**src/rtl/dl_rshift_arith_pkg.sv**
```systemverilog
// Shared types and helpers for the dl_rshift_arith arithmetic right shifter.
// Holds the shift-width helper and the fill-select encoding used by each barrel level.
package dl_rshift_arith_pkg;

   typedef enum logic {
      FILL_ZERO = 1'b0,
      FILL_SIGN = 1'b1
   } fill_sel_e;

   function automatic int shift_w(input int n);
      return $clog2(n);
   endfunction

   function automatic logic fill_bit(input fill_sel_e sel, input logic msb);
      logic bit_v;
      case (sel)
         FILL_SIGN: bit_v = msb;
         FILL_ZERO: bit_v = 1'b0;
         default:   bit_v = 1'b0;
      endcase
      return bit_v;
   endfunction

endpackage

```
**src/rtl/dl_rshift_arith_if.sv**
```systemverilog
// Operand/result bundle for dl_rshift_arith; `arith` exists only with DL_RSHIFT_ARITH_LOGICAL_EN.
// master drives operands, slave is the shifter.
interface dl_rshift_arith_if
   import dl_rshift_arith_pkg::*;
#(
   parameter int NUM_BITS = 8
);
   localparam int NUM_SHIFT_BITS = shift_w(NUM_BITS);

   logic                      in_vld;
`ifdef DL_RSHIFT_ARITH_LOGICAL_EN
   logic                      arith;
`endif
   logic [NUM_BITS-1:0]       in;
   logic [NUM_SHIFT_BITS-1:0] shift;
   logic                      out_vld;
   logic [NUM_BITS-1:0]       out;

   modport master (
      output in_vld,
`ifdef DL_RSHIFT_ARITH_LOGICAL_EN
      output arith,
`endif
      output in,
      output shift,
      input  out_vld,
      input  out
   );

   modport slave (
      input  in_vld,
`ifdef DL_RSHIFT_ARITH_LOGICAL_EN
      input  arith,
`endif
      input  in,
      input  shift,
      output out_vld,
      output out
   );

endinterface

```
**src/rtl/dl_rshift_arith_stage.sv**
```systemverilog
// One barrel level: when enabled, shift right by DIST and fill the vacated MSBs with fill_i.
module dl_rshift_arith_stage #(
   parameter int NUM_BITS = 8,
   parameter int DIST     = 1
) (
   input  logic [NUM_BITS-1:0] data_i,
   input  logic                en_i,
   input  logic                fill_i,
   output logic [NUM_BITS-1:0] data_o
);

   // Conditional shift by the fixed distance of this level
   always_comb begin
      data_o = data_i;
      if (en_i) begin
         data_o = {{DIST{fill_i}}, data_i[NUM_BITS-1:DIST]};
      end else begin
         data_o = data_i;
      end
   end

endmodule

```
**src/rtl/dl_rshift_arith.sv**
```systemverilog
// Arithmetic right shifter: log2 barrel datapath, result registered one cycle after in_vld.
// Define DL_RSHIFT_ARITH_LOGICAL_EN to add the `arith` select (0 = logical / zero fill).
module dl_rshift_arith
   import dl_rshift_arith_pkg::*;
#(
   parameter int NUM_BITS = 8
) (
   input  logic              clk,
   input  logic              rst,
   dl_rshift_arith_if.slave  bus
);
   localparam int NUM_SHIFT_BITS = shift_w(NUM_BITS);

   fill_sel_e           fill_sel_s;
   logic                fill_s;
   logic [NUM_BITS-1:0] res_s;
   logic [NUM_BITS-1:0] out_d, out_q;
   logic                out_vld_d, out_vld_q;

`ifdef DL_RSHIFT_ARITH_LOGICAL_EN
   // Fill-mode select from the arith input
   always_comb begin
      fill_sel_s = FILL_SIGN;
      if (bus.arith) begin
         fill_sel_s = FILL_SIGN;
      end else begin
         fill_sel_s = FILL_ZERO;
      end
   end
`else
   assign fill_sel_s = FILL_SIGN;
`endif

   assign fill_s = fill_bit(fill_sel_s, bus.in[NUM_BITS-1]);

   // Each level sees the previous level's output; level k shifts by 2**k
   for (genvar k = 0; k < NUM_SHIFT_BITS; k++) begin : g_lvl
      logic [NUM_BITS-1:0] src_s;
      logic [NUM_BITS-1:0] dst_s;

      if (k == 0) begin : g_first
         assign src_s = bus.in;
      end else begin : g_next
         assign src_s = g_lvl[k-1].dst_s;
      end

      dl_rshift_arith_stage #(
         .NUM_BITS (NUM_BITS),
         .DIST     (2 ** k)
      ) u_stage (
         .data_i (src_s),
         .en_i   (bus.shift[k]),
         .fill_i (fill_s),
         .data_o (dst_s)
      );
   end

   assign res_s = g_lvl[NUM_SHIFT_BITS-1].dst_s;

   // Next-state: capture result on valid, otherwise hold so idle inputs never reach out
   always_comb begin
      out_vld_d = bus.in_vld;
      if (bus.in_vld) begin
         out_d = res_s;
      end else begin
         out_d = out_q;
      end
   end

   // Output register with asynchronous clear
   always_ff @(posedge clk or posedge rst) begin
      if (rst) begin
         out_q     <= '0;
         out_vld_q <= 1'b0;
      end else begin
         out_q     <= out_d;
         out_vld_q <= out_vld_d;
      end
   end

   assign bus.out     = out_q;
   assign bus.out_vld = out_vld_q;

endmodule

```
**src/flat_wrapper.sv**
```systemverilog
// flat-port wrapper written by rule: the top's interface ports become plain ports
module dl_rshift_arith_flat import dl_rshift_arith_pkg::*;
#(
   parameter int NUM_BITS = 8
)
  (clk, rst, bus_in_vld, bus_in, bus_shift, bus_out_vld, bus_out);
  dl_rshift_arith_if #(.NUM_BITS(NUM_BITS)) bus_i ();
  input  logic clk;
  input  logic rst;
  input wire logic [$bits(bus_i.in_vld)-1:0] bus_in_vld;
  input wire logic [$bits(bus_i.in)-1:0] bus_in;
  input wire logic [$bits(bus_i.shift)-1:0] bus_shift;
  output wire logic [$bits(bus_i.out_vld)-1:0] bus_out_vld;
  output wire logic [$bits(bus_i.out)-1:0] bus_out;
  assign bus_i.in_vld = bus_in_vld;
  assign bus_i.in = bus_in;
  assign bus_i.shift = bus_shift;
  assign bus_out_vld = bus_i.out_vld;
  assign bus_out = bus_i.out;
  dl_rshift_arith #(.NUM_BITS(NUM_BITS)) u_core (.clk(clk), .rst(rst), .bus(bus_i));
endmodule
```
**config.mk**
```make
export PLATFORM = sky130hd
export DESIGN_NAME = dl_rshift_arith_flat
export DESIGN_NICKNAME = d
export VERILOG_FILES = /design/src/rtl/dl_rshift_arith_pkg.sv /design/src/rtl/dl_rshift_arith_if.sv /design/src/rtl/dl_rshift_arith_stage.sv /design/src/rtl/dl_rshift_arith.sv /design/src/flat_wrapper.sv
export SDC_FILE = /design/constraint.sdc
export NUM_CORES = 1
export LEC_CHECK = 0
export BUFFER_PORTS_ARGS = -buffer_cell sky130_fd_sc_hd__buf_2
export CAP_MARGIN = 20
export CORE_AREA = 5 5 42 44
export CTS_BUF_LIST = sky130_fd_sc_hd__clkbuf_8
export DETAILED_ROUTE_END_ITERATION = 12
export DIE_AREA = 0 0 47 49
export PLACE_DENSITY = 0.76
export RECOVER_POWER = 50
export SLEW_MARGIN = 20
export SYNTH_ARGS = -nofsm -noshare
export SYNTH_HDL_FRONTEND = slang
export SYNTH_SLANG_ARGS = --single-unit
```
**constraint.sdc**
```tcl
create_clock -name clk -period 0.8 [get_ports clk]
set_input_delay 0.08 -clock clk [delete_from_list [all_inputs] [get_ports clk]]
set_output_delay 0.08 -clock clk [all_outputs]
set_load 0.01 [all_outputs]
```
# Yosys cells after proc, flatten, opt, wreduce, memory -nomap -nowiden
# Index checks and enable logic that the tools add are counted.
# totals
ff_bits	9
input_bits	14
out_inout_bits	9
elab_cells	5
# op_classes
n_mux	3
# ops
cell	count
7-bit 2-to-1 mux	3

# Depth between registers and ports, before layout
# logic_depth
depth_word	3
ltp_mapped	4
ltp_nobuf	3

# Hierarchy
# From an unflattened synthesis, not the netlist that was laid out.
# unflattened
hier_cells	46
hier_area_um2	754.5
# by_module_without_submodules
mod	n_inst	cells_each	area_per_inst_um2	seq_area_each_um2
dl_rshift_arith_stage	3	9	131.4	0.0
dl_rshift_arith	1	19	360.3	225.2

# Worst setup path before layout
# OpenSTA, ideal clock, no wires.
# synth_timing
path_kind	input port to flip-flop
start	input bus_shift[1]
end	register u_core.out_q[2] (netlist: u_core.bus.out[2])
setup_time_ns	0.121
arrival_ns	1.227
required_time_ns	0.679
path_slack_ns	-0.548
stages	4
n_path_buf	1
path_cell_list	buf_2 -> mux4_1 -> or2_2 -> a22o_1
# synth_via
elab_chain_len	2
# synth_lines
item	line_no	text
start, declared	flat_wrapper.sv:12	input wire logic [$bits(bus_i.shift)-1:0] bus_shift;
7-bit 2-to-1 mux (2 in series)	dl_rshift_arith_stage.sv:15	if (en_i) begin
end signal, assigned	dl_rshift_arith.sv:76	out_q <= out_d;
end, declared	dl_rshift_arith.sv:17	logic [NUM_BITS-1:0] out_d, out_q;
# Every way passes these cells.
# A chain may end at the register's enable or synchronous reset.

# Worst setup path in the final report
# layout_timing
start	input bus_shift[0]
end	register u_core.out_q[1] (netlist: u_core.bus.out[1])
# layout_via
elab_chain_len	3
# layout_lines
item	line_no
7-bit 2-to-1 mux (3 in series)	dl_rshift_arith_stage.sv:15
# Every way passes these cells.

==> summary.md <==
| Metric | Value |
|---|---|
| Outcome | `complete, but fails checks` |
| Failing checks | `setup timing` |
| Seq/Total Area, Yosys | `36.59%` |
| Final hold vios | `0` |
| Core area | `1401 um^2` |
| Clock transition at path regs | `0.04 ns` |
| Antenna Violating Nets Remaining | `0` |
| Crit Path Class | `primary input to flip-flop` |
| Final Cell Area | `960.9 um^2` |
| Worst R2R Setup Slack | `0.04 ns` |
| Reg-to-reg startpoint | `u_core.bus.out[1]$_DFFE_PP0P_` |
| Die Width | `47 um` |
| Worst IR Drop VDD | `0.8001 mV` |
| Total global routing overflow | `0` |
| Fin util | `68.57%` |
| Slew headroom | `77.07%` |
| CTS tree | `built` |
| Fmax | `928.6 MHz` |
| Dpl cell area | `804.5 um^2` |
| DRC | `0` |
| Num CTS Buffers | `3` |
| Fillers | `116` |
| R2R cell count | `1` |
| Nets@finish | `104` |
| 1st-iter DRT viols | `3` |
| Worst Max-Slew Pin Slew | `0.3436 ns` |
| Wire per inst | `14.90 um` |
| H-tree Lvls | `1` |
| Post-synthesis cell type count | `22` |
| Dpl ws | `-0.5942 ns` |
| Drt pass-1 iters | `4` |
| Final wirelength | `1.564 mm` |
| Vias in the first global route | `598` |
| First-pass GRT wire length | `2.601 mm` |
| RSZ-0062 raised after global routing | `true` |
| Total track usage | `15.61%` |
| Max-Cap Viols | `0` |
| Die Height | `49 um` |
| Via density | `5.219` |
| ANT cells | `0` |
| CTS root buffer | `clkbuf_8` |
| Worst hold path class | `primary input to flip-flop` |
| CP endpoint kind | `flip-flop` |
| Final Skew | `0 ns` |
| Port bufs | `22` |
| Worst hold path depth | `1` |
| Mean Syn Cell Area | `12.07 um^2` |
| Startpoint Class | `primary input` |
| Setup violators final | `13` |
| Hold Crit Endpoint | `u_core.bus.out_vld$_DFF_PP0_` |
| Vias | `548` |
| HPWL Detailed | `1.121 mm` |
| PD cells | `1551 nW/um^2` |
| Flops & latches, synth | `9` |
| Starting density of the core | `43.93%` |
| Commonest non-fill, non-tap cells in the layout | `buf_2, buf_4, dfrtp_1, buf_6` |
| Slew Viols, Final | `0` |
| Routability cong. | `0.7510` |
| Final worst path period share | `134.6%` |
| Area growth syn-to-layout | `56.10%` |
| Syn nets | `65` |
| Commonest non-fill, non-tap cell in the layout | `buf_2` |
| Mapped Area | `615.6 um^2` |
| Initial antenna violation count | `0` |
| Fin worst setup slack | `-0.2769 ns` |
| Ports | `23` |
| Leakage dissipation | `0.4701 nW` |
| Clock Tree Buf Depth | `2` |
| Cells after synthesis | `51` |
| Row count | `14` |
| Clock period minus worst slack | `1.077 ns` |
| Hold path startpoint | `bus_in_vld` |
| Ys Warns | `0` |
| Die area | `2303 um^2` |
| Clock latency on the worst-skew pair | `0.23 ns` |
| Share of cells above drive strength 1 | `60.67%` |
| CP required | `0.91 ns` |
| Worst EP arrival | `1.19 ns` |
| Largest net degree at the start of global routing | `10` |
| Crit path max fanout | `4` |
| Tot Pwr | `0.001491 W` |
| CTS sink cnt | `9` |
| RR Endpoint | `u_core.bus.out[1]$_DFFE_PP0P_` |
## logic make-up after synthesis
| group | Yosys count | synth area share [%] |
|---|---|---|
| muxes | 14 | 37.60 |
| and+or+nand+nor | 13 | 10.98 |
| AOI/OAI and AO/OA | 9 | 9.756 |
| DFF | 9 | 36.59 |
| buffers and inverters | 6 | 5.081 |
## how the worst max path moves through the flow
stage,cells past startpoint,from,end
after CTS,4,bus_shift[0],u_core.bus.out[1]$_DFFE_PP0P_
after global routing,4,bus_shift[0],u_core.bus.out[1]$_DFFE_PP0P_
after floorplan,4,bus_shift[0],u_core.bus.out[1]$_DFFE_PP0P_
after detailed placement,4,bus_shift[0],u_core.bus.out[1]$_DFFE_PP0P_
final,4,bus_shift[0],u_core.bus.out[1]$_DFFE_PP0P_
after global placement,4,bus_shift[0],u_core.bus.out[1]$_DFFE_PP0P_
## routing by layer
metal	routed length, um	global-route usage, %	vias to the layer above
li1	-	-	270
met1	616	18.49	255
met2	814	25.34	19
met3	98	2.952	4
met4	35	8.295	0
met5	0	0	-
## worst max-delay path, cell delays in order
cell	delay (ns)
buf_8	0.11
mux2_4	0.29
mux4_2	0.45
mux2_4	0.26
## metrics by stage
stage | hold slack [ns] | std cells | setup TNS, ns
global route | 0.03985 | 105 | -1.442
detailed placement | 0.05485 | 96 | -2.892
CTS | 0.04491 | 103 | -1.130
finish | 0.04678 | 105 | -1.050
floorplan | -0.09208 | 51 | -1.732
global placement | 0.04497 | 96 | -2.779
## what timing repair did
| action | in CTS | in global routing |
|---|---|---|
| hold buffers | 1 | 0 |
| pin swaps | 2 | 1 |
| buffers inserted | 2 | 2 |
| hold endpoints to repair | 9 | 0 |
| resized for setup | 15 | 7 |
| setup endpoints to repair | 13 | 16 |
## state kept, by name (all words and copies together) (netlist names)
signal	flops
u_core.bus.out_vld	1
u_core.bus.out	8
## where the power goes
part / internal (W) / total (W) / switching, W
Sequential: 0.000509 / 0.000533 / 0.0000248
Clock: 0.000333 / 0.000503 / 0.000170
Combinational: 0.000272 / 0.000454 / 0.000183
## area by class of cell
type | instances | area [um^2] | share of cell area (%)
sequential | 9 | 225.2 | 23.44
timing repair buffer | 38 | 284.0 | 29.56
inverter | 2 | 7.507 | 0.7812
multi-input combinational | 36 | 379.1 | 39.45
clock buffer | 3 | 41.29 | 4.297
clock inverter | 1 | 3.754 | 0.3906
tap | 16 | 20.02 | 2.083
## synth_stat cells
cell      number  area [um^2]
inv_1          2        7.510
a31oi_1        3        18.77
buf_2          1        5.000
or2_2          1        6.260
o21ai_0        2        10.01
nor3_1         1        5.000
a221oi_1       1        8.760
nand2b_1       3        18.77
dfrtp_1        9        225.2
mux2_4         2        30.03
clkbuf_1       2        7.510
mux2_2         3        33.78
mux4_2         1        22.52
mux2i_1        4        40.04
a22o_1         2        17.52
mux4_1         4        105.1
nor2b_1        1        6.260
nand2_1        2        7.510
nor2_1         4        15.01
buf_6          1        11.26
a21oi_1        1        5.000
or3b_2         1        8.760
(Power assumes the default switching activity.)
